--- src/rtl/decoder_seq.sv ---
// Multi-cycle 6502 decoder for the ALU group (cc=01) plus NOP: latches the opcode
// at T0, then steps a T-state counter and drives per-cycle bus/PC/register/ALU controls.
module decoder_seq #(
  parameter int TW               = 3,
  parameter int ALU_W            = 4,
  parameter int EXTRA_PAGE_CYCLE = 1
) (
  input  logic             clk,
  input  logic             rst,
  input  logic             flush,
  input  logic             ready,
  input  logic             page_cross,
  input  logic [7:0]       instruction,
  output logic             w_rd,
  output logic             pc_data,
  output logic             increment,
  output logic             lower_byte,
  output logic             acc_con,
  output logic             status_con,
  output logic [ALU_W-1:0] alu_op,
  output logic [1:0]       operand_mux_con,
  output logic             sync,
  output logic             busy,
  output logic             last_cycle,
  output logic             illegal
);

  typedef enum logic {S_FETCH, S_EXEC} state_t;

  localparam logic [TW-1:0] T0    = '0;
  localparam logic [TW-1:0] T1    = TW'(1);
  localparam logic [TW-1:0] T2    = TW'(2);
  localparam logic [TW-1:0] T3    = TW'(3);
  localparam logic [TW-1:0] T4    = TW'(4);
  localparam logic [TW-1:0] T_MAX = '1;

  state_t           state, state_nx;
  logic [TW-1:0]    t, t_nx;
  logic [7:0]       opcode_r, opcode_nx;
  logic             ext_r, ext_nx;
  logic [ALU_W-1:0] alu_r;

  logic [2:0]  aaa, bbb;
  logic        is_nop, is_alu, is_ill, is_sta, is_cmp;
  logic        mode_abs, mode_idx, mode_imm;
  logic        at_sample, page_now, sta_ext;
  logic [TW:0] base_n, n_eff, t_ext;
  logic        in_exec, is_last, guard, fire, operand_cyc;

  assign aaa      = opcode_r[7:5];
  assign bbb      = opcode_r[4:2];
  assign is_nop   = (opcode_r == 8'hEA);
  assign is_alu   = (opcode_r[1:0] == 2'b01) && (opcode_r != 8'h89);
  assign is_ill   = !is_nop && !is_alu;
  assign is_sta   = (aaa == 3'b100);
  assign is_cmp   = (aaa == 3'b110);
  assign mode_abs = (bbb == 3'b011) || (bbb == 3'b110) || (bbb == 3'b111);
  assign mode_idx = (bbb == 3'b100) || (bbb == 3'b110) || (bbb == 3'b111);
  assign mode_imm = (bbb == 3'b010);
  assign in_exec  = (state == S_EXEC);

  always_comb begin
    base_n = (TW+1)'(2);
    if (is_alu) begin
      case (bbb)
        3'b000:  base_n = (TW+1)'(6);
        3'b001:  base_n = (TW+1)'(3);
        3'b010:  base_n = (TW+1)'(2);
        3'b100:  base_n = (TW+1)'(5);
        default: base_n = (TW+1)'(4);
      endcase
    end
  end

  // The page-cross extension is decided combinationally in the sampling cycle
  // (which may be the base last cycle) and remembered in ext_r afterwards.
  assign at_sample = in_exec && is_alu && mode_idx && (t == ((bbb == 3'b100) ? T4 : T3));
  assign page_now  = (EXTRA_PAGE_CYCLE != 0) && page_cross && at_sample && !is_sta;
  assign sta_ext   = is_alu && mode_idx && is_sta;
  assign n_eff     = base_n + (TW+1)'(sta_ext) + (TW+1)'(ext_r | page_now);
  assign t_ext     = {1'b0, t} + (TW+1)'(1);
  assign is_last   = in_exec && (t_ext == n_eff);
  assign guard     = in_exec && !is_last && (t == T_MAX);
  assign fire      = !rst && !flush && ready;
  assign operand_cyc = in_exec && is_alu && ((t == T1) || ((t == T2) && mode_abs));

  // NOTE: every output gets a default before any branch so no latch is inferred.
  always_comb begin
    sync            = (state == S_FETCH);
    busy            = (state != S_FETCH);
    w_rd            = 1'b1;
    pc_data         = 1'b1;
    increment       = 1'b0;
    lower_byte      = 1'b0;
    acc_con         = 1'b0;
    status_con      = 1'b0;
    alu_op          = alu_r;
    operand_mux_con = 2'b11;
    last_cycle      = 1'b0;
    illegal         = 1'b0;
    if (in_exec && !rst) pc_data = operand_cyc || !is_alu;
    if (fire) begin
      if (!in_exec) begin
        increment = 1'b1;
      end else begin
        increment  = operand_cyc;
        lower_byte = operand_cyc && mode_abs && (t == T1);
        illegal    = guard;
        if (is_last) begin
          last_cycle = 1'b1;
          illegal    = is_ill;
          if (is_alu) begin
            alu_op          = ALU_W'(aaa);
            operand_mux_con = mode_imm ? 2'b01 : 2'b00;
            acc_con         = !is_sta && !is_cmp;
            status_con      = !is_sta;
            w_rd            = !is_sta;
          end
        end
      end
    end
  end

  always_comb begin
    state_nx  = state;
    t_nx      = t;
    opcode_nx = opcode_r;
    ext_nx    = ext_r;
    if (flush) begin
      state_nx = S_FETCH;
      t_nx     = T0;
      ext_nx   = 1'b0;
    end else if (ready) begin
      if (!in_exec) begin
        opcode_nx = instruction;
        t_nx      = T1;
        state_nx  = S_EXEC;
      end else if (is_last || guard) begin
        state_nx = S_FETCH;
        t_nx     = T0;
        ext_nx   = 1'b0;
      end else begin
        t_nx = t + T1;
        if (page_now) ext_nx = 1'b1;
      end
    end
  end

  // NOTE: sequential state uses non-blocking assignments so all registers update together.
  always_ff @(posedge clk) begin
    if (rst) begin
      state    <= S_FETCH;
      t        <= T0;
      opcode_r <= 8'hEA;
      ext_r    <= 1'b0;
      alu_r    <= '0;
    end else begin
      state    <= state_nx;
      t        <= t_nx;
      opcode_r <= opcode_nx;
      ext_r    <= ext_nx;
      alu_r    <= alu_op;
    end
  end

endmodule

--- config.mk ---
export PLATFORM = sky130hd
export DESIGN_NAME = decoder_seq
export DESIGN_NICKNAME = d
export VERILOG_FILES = /design/src/rtl/decoder_seq.sv
export SDC_FILE = /design/constraint.sdc
export NUM_CORES = 1
export LEC_CHECK = 0
export ABC_AREA = 1
export BUFFER_PORTS_ARGS = -buffer_cell sky130_fd_sc_hd__clkbuf_2
export CORE_MARGIN = 5
export CORE_UTILIZATION = 56
export DETAILED_ROUTE_END_ITERATION = 8
export GPL_ROUTABILITY_DRIVEN = 0
export GPL_TIMING_DRIVEN = 0
export MAX_ROUTING_LAYER = met4
export PLACE_DENSITY = 0.94
export SLEW_MARGIN = 20
export SYNTH_ARGS = -nofsm -noshare
export SYNTH_HDL_FRONTEND = slang
export SYNTH_SLANG_ARGS = --single-unit
--- constraint.sdc ---
create_clock -name clk -period 4.9 [get_ports clk]
set_input_delay 0.245 -clock clk [delete_from_list [all_inputs] [get_ports clk]]
set_output_delay 0.245 -clock clk [all_outputs]
set_load 0.01 [all_outputs]
======== Word level (Yosys, flattened, before mapping) ========
Cells that the tools add are included.
word-level totals
  memories kept ........................... 0
  latch bits .............................. 0
  register bits after elaboration ......... 17
  bits in writable memories ............... 0
  memory bits (read-only) ................. 0
  input port bits ......................... 13
operators by class
  bitwise gates (word level) .............. 3
  add/sub/neg operators ................... 4
  reduce and logical (&&, ||, !) cells .... 39
  multiply operators ...................... 0
  multiplexer cells ....................... 41
  order comparisons ....................... 0
  div/mod/pow operators ................... 0
  eq/ne operators ......................... 16
  shift operators ......................... 0
operator list
  cell                   number
  $mux W1                28
  $logic_and A1 B1 Y1    20
  $mux W4                5
  $eq A3 B3 Y1 const B   6
  $pmux W3 S4            1
  $eq A3 B2 Y1 const B   3
  $mux W3                3
  $add A4 B1 Y4          2
  $eq A8 B8 Y1 const B   1
  $mux W2                4
  $ne A8 B8 Y1 const B   1
  $logic_not A1 Y1       7
  $logic_or A1 B1 Y1     7
  $eq A3 B1 Y1 const B   2
  $reduce_and A3 Y1      2
  $add A3 B1 Y4 const B  1
  $eq A4 B4 Y1           1
  $add A3 B1 Y3 const B  1
  $eq A3 B3 Y1           1
  $logic_not A3 Y1       1
  $eq A2 B1 Y1 const B   1
  $not A1 Y1             2
  $reduce_bool A2 Y1     1
  $reduce_or A2 Y1       1
  $or A1 B1 Y1           1

======== Longest topological paths before layout ========
  word-level depth ........................ 17
  depth in mapped cells ................... 19
  depth with buffers taken out ............ 19

======== Least setup slack after synthesis ========
Ideal clock, no wire load.
  path kind ............................... register to output
  from .................................... register opcode_r[2]
  to ...................................... output alu_op[3]
  stages on the path, launching flop included .. 17
  path buffers ............................ 0
  required time ........................... 4,655 ps
  data arrival time ....................... 2,721 ps
  path slack .............................. 1,934 ps
  cells stage by stage .................... dfxtp_1 -> inv_2 -> nand2_2 -> nor2_2 -> nand2_2 -> nand2_1 -> nor2_1 -> a31o_2 -> fa_1 -> ha_1 -> or2_2 -> and3_1 -> nand3_1 -> nor2_4 -> nand3_4 -> inv_2 -> nor2_1
between the ends
  longest elaborated chain between the ends .. 14
  elaborated cells on any way between the ends .. 30
  classes of those cells .................. add/sub (2); eq/ne (8); mux (7); bitwise (1); reduce/logical (12)
ends and longest elaborated chain
  item                                                                    line  source
  start, declared                                                         39    logic [7:0] opcode_r, opcode_nx;
  start signal, assigned                                                  160   opcode_r <= opcode_nx;
  parallel branches: the longest is 11 deep, another holds $add A4 B1 Y4  n/a
  $mux W4 *                                                               109   if (is_last) begin
  $mux W4 *                                                               103   if (!in_exec) begin
  $mux W4 *                                                               102   if (fire) begin
  end, declared                                                           20    output logic [ALU_W-1:0] alu_op,
Mark *: on every way between the ends.

======== Worst setup path after layout ========
  from .................................... register opcode_r[7]
  to ...................................... output illegal
between the ends
  longest elaborated chain between the ends .. 17
  elaborated cells on any way between the ends .. 27
  classes of those cells .................. add/sub (2); eq/ne (4); mux (4); bitwise (1); reduce/logical (16)
ends and longest elaborated chain
  item                                                                    line  source
  parallel branches: the longest is 14 deep, another holds $add A4 B1 Y4  n/a
  $mux W1 *                                                               109
  $mux W1 *                                                               103
  $mux W1 *                                                               102
  end, declared                                                           25    output logic illegal
Marked as above.

==> results.py <==
metrics = {
    "status": {
        "outcome": "finished clean",
    },
    "critical_path": {
        "cp-startpoint": "opcode_r[7]",
        "cp.required_ns": 4.66,
        "critPathKind": "reg2out",
        "cp_max_fo": 6,
        "r2r-start": "opcode_r[7]",
        "crit_arrival_ns": 3.46,
        "crit_path_end_kind": "primary output",
        "setup.worst_path.start_class": "flop",
    },
    "power": {
        "net-switching-power_uw": 79.5,
        "clkPwrFrac_pct": 28.8,
        "power_frac_seq_pct": 55.8,
        "powerDensity_mw_per_mm2": 197,
        "ir_worst_vdd_mv": 0.110,
        "p_int_uw": 190,
        "p_comb_share_pct": 15.5,
        "switching_share_pct": 29.5,
        "p_leak_nw": 0.676,
    },
    "drt": {
        "dr.pass1.iters": 4,
        "ant_nets": 0,
        "via_per_inst": 5.59,
        "drt_iter0_markers": 51,
        "wl_um": 2980,
        "remaining_drc_errors": 0,
        "routedWlPerCell_um": 13.0,
        "num_vias": 1286,
    },
    "place": {
        "place_area_mm2": 0.00134,
        "io_buffer_count": 27,
        "place_inst": 226,
        "dp_hpwl_um": 2420,
    },
    "timing": {
        "finalHoldViolations": 0,
        "fmax_ghz": 0.270,
        "maxSlewHeadroom_pct": 61.4,
        "period_share_pct": 75.6,
        "fin_crit_ns": 3.71,
        "rsz0062_at_grt": "false",
        "worst_slew_pin_slew_ns": 0.576,
        "finalSetupTns_ns": 0,
        "slew_violations": 0,
        "finClkSkew_ns": 0.00717,
        "setup_violations": 0,
    },
    "die": {
        "die_x_um": 55.7,
        "core-area_mm2": 0.00198,
        "die_h_um": 55.7,
        "dieArea_mm2": 0.00310,
        "start_util_pct": 59.0,
        "ios": 29,
        "rows": 16,
    },
    "synthesis": {
        "synth_area_per_cell_um2": 6.80,
        "synth_top_area_share_pct": 29.1,
        "async_reset_ff_share_pct": 0,
        "yosysTopAreaCell": "dfxtp_1",
        "postSynthCellCount": 172,
        "ys_ff_latch": 17,
        "synth_most_common_cell": "nand2_1",
        "ys_types": 28,
        "ys_seq_area_share_pct": 29.1,
        "yosysWarningCount": 0,
        "yosys-top-cells-area": "dfxtp_1, nand2_1, a21oi_1, inv_1, nand3_1",
        "synthFlopType": "dfxtp_1",
        "synth_nets": 191,
        "ys_top_cells_by_count": "nand2_1, inv_1, a21oi_1",
        "netlist_area_mm2": 0.00117,
        "synth-edff-count": 0,
    },
    "layout": {
        "final_util_pct": 68.9,
        "fin_nets": 223,
        "diodes": 0,
        "drive_above_1_share_pct": 26.1,
        "fin_cells": 230,
        "final_area_mm2": 0.00137,
        "area_growth_pct": 16.7,
    },
    "global_route": {
        "grt_pass1_vias": 1251,
        "grt_max_degree": 11,
        "grt_overflow": 0,
        "grt.total_usage_pct": 20.7,
        "grt_pass1_wl_um": 5240,
        "antenna_found_initial": 0,
    },
    "cts": {
        "cts_hold_buf": 0,
        "cts_buffer_depth": 2,
        "numCtsBuffers": 3,
        "path_clk_slew_ns": 0.10,
        "cts_tree": "built",
        "cts_resized": 0,
        "htree_num_levels": 1,
        "insertion_delay_ns": 0.30,
        "root_buffer": "clkbuf_4",
        "clkSinkCount": 17,
        "post_cts_buffers": 0,
    },
    "job": {
        "maxCapViolCount": 0,
    },
    "hold_path": {
        "hold_start": "instruction[1]",
        "holdCritPathClass": "in2reg",
    },
}
## layout by cell type, fill, tap and decap left out, types with 6 or more instances in the layout
cell	n
nand4_1	8
inv_2	6
dfxtp_1	17
inv_1	25
a21oi_1	19
nand3_1	14
nor2_1	11
o21ai_0	9
clkbuf_2	27
nand2_1	27
## registers in the layout, indices dropped and copies added (netlist names)
signal    cells
opcode_r      8
alu_r         4
t             3
busy          1
ext_r         1
## layer usage
layer  vias to the layer above  wire length [µm]  GRT usage, %
met5                         -                 0             -
met3                         4               186          4.18
met4                         0                39          8.68
met2                        42              1530          36.8
met1                       601              1230          22.3
li1                        639                 -             -
## cell type report
class / instances / area, µm²
well taps: 27 / 33.8
fillers: 164 / 617
inverters: 31 / 116
plain buffers: 2 / 10.0
flip-flops and latches: 17 / 340
repair buffers: 27 / 135
clock buffers: 4 / 26.3
multi-input cells: 122 / 703
## cell families after synthesis
logic type,after synthesis,synth area share (%)
AOI/OAI and AO/OA,34,15.5
adders and majority gates,6,7.06
xor gates and xnor gates,2,1.50
buffers and inverters,33,10.8
DFF,17,29.1
and+or+nand+nor,80,36.0
## critical path: stages, from the launching register on
cell and delay, ns:
dfxtp_1 0.41, nand2_2 0.10, nor2_4 0.14, nand2_2 0.08, nand2_1 0.18, nor2_1 0.11, a31o_2 0.28, fa_1 0.46
ha_1 0.31, or2_2 0.31, nand4_1 0.10, a21oi_1 0.05, nand3_1 0.20, a21oi_1 0.08, nor3_1 0.18, clkbuf_2 0.16
## through the flow
step	total power [mW]	worst slack, ns	hold slack, ns
after floorplan	0.181	1.93	0.371
after global placement	0.192	1.68	0.432
after detailed placement	0.194	1.59	0.445
after CTS	0.269	1.24	0.165
after global routing	0.283	0.939	0.175
final	0.269	1.19	0.162
## worst paths after layout
check | endpoint | slack [ns] | depth (start not counted)
setup / recovery | illegal | 1.19 | 15
hold / removal | opcode_r[1] | 0.16 | 3
hold reg to reg | alu_r[3] | 0.46 | 2
setup reg to reg | alu_r[1] | 1.77 | 16
## power by group through the flow
stage	Combinational, mW	Sequential (mW)	Clock [mW]
floorplan	0.0288	0.152	0
global placement	0.0395	0.153	0
detailed placement	0.0414	0.153	0
CTS	0.0414	0.150	0.0781
global route	0.0471	0.151	0.0850
finish	0.0416	0.150	0.0774
No activity file was read; power rests on OpenSTA's default activity.
